File: src/rtl/pipe_addsub_unit.sv
// rtl/pipe_addsub_unit.sv - pipelined add/sub/absdiff unit with valid/ready handshakes
//
// Purpose:
//    Computes ADD, SUB or ABSDIFF on two unsigned WIDTH-bit operands in stage 1.
//    Stages 2..PIPE only carry the result forward. The whole pipeline advances
//    together when the output slot is empty or being taken. It also counts the
//    results handed off to the consumer.
//
// Ports:
//    clk        in   1        clock, rising edge
//    rst_n      in   1        asynchronous active-low reset
//    in_valid   in   1        a, b, op valid
//    in_ready   out  1        operands accepted this cycle (= pipeline advance)
//    a, b       in   WIDTH    unsigned operands
//    op         in   2        0=ADD 1=SUB 2=ABSDIFF 3=SUB
//    out_valid  out  1        result, neg, ovf valid
//    out_ready  in   1        consumer takes result this cycle
//    result     out  WIDTH+1  arithmetic result
//    neg        out  1        a<b for SUB/ABSDIFF, 0 for ADD
//    ovf        out  1        carry out for ADD, 0 otherwise
//    clear      in   1        synchronous clear of txn_cnt (wins over a handoff)
//    txn_cnt    out  CNT_W    completed handoffs, wrapping

module pipe_addsub_unit #(
   parameter int WIDTH = 8,
   parameter int PIPE  = 2,
   parameter int CNT_W = 16
) (
   input  logic             clk,
   input  logic             rst_n,
   input  logic             in_valid,
   output logic             in_ready,
   input  logic [WIDTH-1:0] a,
   input  logic [WIDTH-1:0] b,
   input  logic [1:0]       op,
   output logic             out_valid,
   input  logic             out_ready,
   output logic [WIDTH:0]   result,
   output logic             neg,
   output logic             ovf,
   input  logic             clear,
   output logic [CNT_W-1:0] txn_cnt
);

   logic             adv;
   logic [WIDTH:0]   ae, be, sum, dif, mag;
   logic             lt;
   logic [WIDTH:0]   s_res;
   logic             s_neg, s_ovf;

   logic [PIPE-1:0]  v_q;
   logic [PIPE-1:0]  neg_q;
   logic [PIPE-1:0]  ovf_q;
   logic [WIDTH:0]   res_q [PIPE];

   // A single enable for every stage: the last stage is free or draining.
   // Depends only on registered out_valid and the consumer, never on in_valid.
   assign adv      = ~out_valid | out_ready;
   assign in_ready = adv;

   // Stage-1 arithmetic on zero-extended operands.
   always_comb begin
      ae    = {1'b0, a};
      be    = {1'b0, b};
      lt    = (a < b);
      sum   = ae + be;
      dif   = ae - be;
      mag   = lt ? (be - ae) : (ae - be);
      s_res = dif;
      s_neg = lt;
      s_ovf = 1'b0;
      case (op)
         2'd0: begin
            s_res = sum;
            s_neg = 1'b0;
            s_ovf = sum[WIDTH];
         end
         2'd2: s_res = mag;
         default: ;  // SUB and reserved code share the modular difference
      endcase
   end

   always_ff @(posedge clk or negedge rst_n) begin
      if (!rst_n) begin
         v_q   <= '0;
         neg_q <= '0;
         ovf_q <= '0;
         for (int i = 0; i < PIPE; i++) res_q[i] <= '0;
      end else if (adv) begin
         v_q[0]   <= in_valid;
         res_q[0] <= s_res;
         neg_q[0] <= s_neg;
         ovf_q[0] <= s_ovf;
         for (int i = 1; i < PIPE; i++) begin
            v_q[i]   <= v_q[i-1];
            res_q[i] <= res_q[i-1];
            neg_q[i] <= neg_q[i-1];
            ovf_q[i] <= ovf_q[i-1];
         end
      end
   end

   assign out_valid = v_q[PIPE-1];
   assign result    = res_q[PIPE-1];
   assign neg       = neg_q[PIPE-1];
   assign ovf       = ovf_q[PIPE-1];

   always_ff @(posedge clk or negedge rst_n) begin
      if (!rst_n)
         txn_cnt <= '0;
      else if (clear)
         txn_cnt <= '0;
      else if (out_valid && out_ready)
         txn_cnt <= txn_cnt + 1'b1;
   end

endmodule
File: config.mk
export PLATFORM = sky130hd
export DESIGN_NAME = pipe_addsub_unit
export DESIGN_NICKNAME = d
export VERILOG_FILES = /design/src/rtl/pipe_addsub_unit.sv
export SDC_FILE = /design/constraint.sdc
export NUM_CORES = 1
export LEC_CHECK = 0
export BUFFER_PORTS_ARGS = -buffer_cell sky130_fd_sc_hd__buf_2
export CAP_MARGIN = 30
export CORE_MARGIN = 2
export CORE_UTILIZATION = 50
export CTS_CLUSTER_SIZE = 20
export DETAILED_ROUTE_END_ITERATION = 7
export PLACE_DENSITY_LB_ADDON = 0.25
export SLEW_MARGIN = 20
export SYNTH_ARGS = -nofsm -noshare
export SYNTH_HDL_FRONTEND = slang
export SYNTH_SLANG_ARGS = --single-unit
File: constraint.sdc
create_clock -name clk -period 2.2 [get_ports clk]
set_clock_uncertainty 0.15 [all_clocks]
set_input_delay 0.11 -clock clk [delete_from_list [all_inputs] [get_ports clk]]
set_output_delay 0.11 -clock clk [all_outputs]
set_load 0.03 [all_outputs]
==> run_results.csv <==
group,metric,value,unit
timing,final_max_slew_viol_count,0,
timing,setup_viol,0,
global_routing,grt-ovfl-total,0,
route,antenna_left,0,
synthesis,synth-edff-count,0,
synthesis,yosys_most_used_dff,"dfrtp_1",
clock_tree,post_cts_buffers,0,
global_routing,grt_antenna_before_repair,0,
clock_tree,cts_hold_buf,3,
cells_and_area,antenna_cells,0,
synthesis,synth_top_area_cell,"dfrtp_1",
synthesis,synth_area,2958,um2
clock_tree,cts_inserted_buffers,5,
synthesis,synth_area_leaders,"dfrtp_1, ha_1, nand2_1, xor2_1, nor2_1",
global_routing,met2_usage,38.35,%
timing,min_period,2030,ps
synthesis,netlist.area_leader.share,33.84,%
route,wl_per_cell,13.46,um
clock_tree,ctsRootBufferMaster,"clkbuf_8",
setup_path,crit_type,"input port to flop",
synthesis,ys_warn_count,0,
synthesis,avgSynthCellArea,8.379,um2
global_routing,grtUsageTotal,22.35,%
timing,slew_headroom,66.99,%
cells_and_area,final_common_cell,"nand2_1",
setup_path,crit_path_end_kind,"flop",
timing,final-hold-violation-count,0,
setup_path,critPathArrivalTime,2030,ps
pwr,switchingPower,0.7836,mW
timing,final.setup.tns,0,ps
synthesis,synth-seq-cells,40,
pwr,power.share.combinational,35.2,%
cells_and_area,layout.cells.non_filler,504,
setup_path,cp_slowest_cell,"a221oi_1",
global_routing,grt_max_degree,41,
pwr,power,2.280,mW
setup_path,startpoint_type,"input port",
pwr,intPower,1.496,mW
timing,worst_slew_pin_slew,495.2,ps
route,via_count,2658,
timing,timing.final.crit_share,92.27,%
clock_tree,ctsLongestPathBuffers,2,
route,drc,0,
min_path,hp-class,"input port to flop",
setup_path,cp_max_fo,3,
cells_and_area,nets,479,
global_routing,grtUsageMet3,2.333,%
pwr,p_leak,1.871,nW
pwr,seqPwrFrac,39.4,%
synthesis,async_flop_share,100.0,%
cells_and_area,drive_above_1_share,25.87,%
floorplanning,initial_core_util,50.86,%
synthesis,synth_seq_area_share,33.84,%
clock_tree,clk_pin_slew,80,ps
timing,clock.fmax,0.4926,GHz
synthesis,synthesis.nets,404,
place,portBuffers,51,
clock_tree,postCtsResizedCells,0,
place,hpwl,5435,um
place,gp_congestion,0.9537,
route,viasPerCell,5.274,
route,firstDrtPassIters,4,
outcome,status,"finished clean",
place,placed_cells,492,
route,wirelength,6785,um
pwr,pwr-share-clk,25.4,%
global_routing,grt_pass1_wl,11500,um
flow_run,drv_cap,0,
floorplanning,dieArea,6547,um2
floorplanning,ios,52,
cells_and_area,layout_common_cells,"nand2_1, buf_2, dfrtp_1",
pwr,swShare,34.37,%
setup_path,cp.required,2200,ps
synthesis,synthCells,353,
route,initialDrtViolationCount,194,
synthesis,synth_cell_types,54,
setup_path,slowest_delay,460,ps
cells_and_area,syn_to_final_growth,24.07,%
clock_tree,cts_tree,"built",
clock_tree,cts_max_level,2,
place,place_area,3505,um2
global_routing,grtUsageMet1,28.89,%
floorplanning,die_y,80.92,um
floorplanning,rows,28,
floorplanning,core,5816,um2
floorplanning,die_x,80.92,um
global_routing,top_usage_layer,"met2",
setup_path,critPathBufInv,2,
setup_path,critical_path.cell_chain,"buf_2 -> inv_1 -> ha_1 -> nand2b_1 -> a221oi_1 -> nor4_1 -> o31ai_1 -> mux2i_1 -> a41oi_1",
pwr,irDropWorstVdd,0.4313,mV
clock_tree,clkLatencyLatePin,280,ps
clock_tree,clock_sinks,40,
pwr,pwr_density_cell,621.3,nW/um2
global_routing,grt_pass1_vias,2493,
setup_path,critPathTopFamily,"compound AO/OA/AOI/OAI gates",
cells_and_area,fillCellCount,528,
cells_and_area,fin_area,3670,um2
timing,grt_setup_unrepaired,"false",
[cells by family after synthesis]
| family | share of synthesized area [%] |
|---|---|
| multiplexers | 2.284 |
| adder cells (fa/ha/maj) | 12.61 |
| buffers and inverters | 8.756 |
| AO/OA/AOI/OAI | 15.31 |
| XOR/XNOR | 5.330 |
| flip-flops | 33.84 |
| AND/OR/NAND/NOR | 21.87 |
[cell usage after synthesis, types with 2 or more instances]
master,instances
clkbuf_1,9
xnor2_1,3
buf_6,2
a21oi_2,2
and3_1,7
o311ai_1,3
nor2b_1,4
xor2_1,15
buf_1,2
nor3_1,4
o31ai_1,5
o22ai_1,3
inv_1,30
nand2b_1,5
a32oi_1,3
and4_1,2
o21ai_0,10
mux2_1,2
buf_4,9
o211ai_1,3
nand2_1,60
nand3_1,12
nand4_1,2
mux2i_1,3
fa_1,3
nand4b_1,2
a31oi_1,3
ha_1,25
or3_1,5
nor2_1,33
buf_2,3
a21oi_1,18
dfrtp_1,40
[through the flow]
stage	util [%]	setup WS [ps]	hold slack (ps)
floorplan	-	-1.959	-335.6
global placement	60.26	-57.41	121.6
detailed placement	60.26	-123.4	122.8
CTS	62.63	171.6	24.84
global route	63.10	9.931	30.82
finish	63.10	170.1	34.09
[cell type report]
cell class	instances	area (um2)	share of cell area, %
clock buffer	6	72.57	1.977
clock inverter	2	35.03	0.9547
inverter	30	115.1	3.137
multi-input combinational	258	1754	47.80
sequential	40	1001	27.28
tap	75	93.84	2.557
timing repair buffer	93	598.1	16.30
[sequential cells by signal (all words and copies together), names as in the netlist]
name	count
v_q	2
ovf_q	2
res_q	9
txn_cnt	16
neg_q	2
result	9
[power by group through the flow]
stage          logic, mW  clock network, mW  registers (mW)
2_1_floorplan      0.570                  0           0.925
4_1_cts            0.797              0.592           0.899
6_report           0.803              0.579           0.899
3_5_place_dp       0.791                  0           0.913
3_3_place_gp       0.776                  0           0.908
5_1_grt            0.888              0.627           0.912
[worst paths after layout]
path	start	endpoint	slack, ps	cells after the start
max in group asynchronous	rst_n	txn_cnt[9]	1330	3
min in group asynchronous	rst_n	result[1]	120	2
min reg2reg	v_q[0]	v_q[1]	320	1
max	a[1]	res_q[16]	170	9
min	clear	txn_cnt[15]	30	2
max reg2reg	v_q[1]	res_q[13]	320	6
[routing by layer]
layer / vias up / part of all wire [%]
met5: - / 0
met4: 0 / 2.2
met3: 13 / 3.3
met2: 61 / 49
met1: 1245 / 46
li1: 1339 / -
Power figures use the tool's default switching activity.
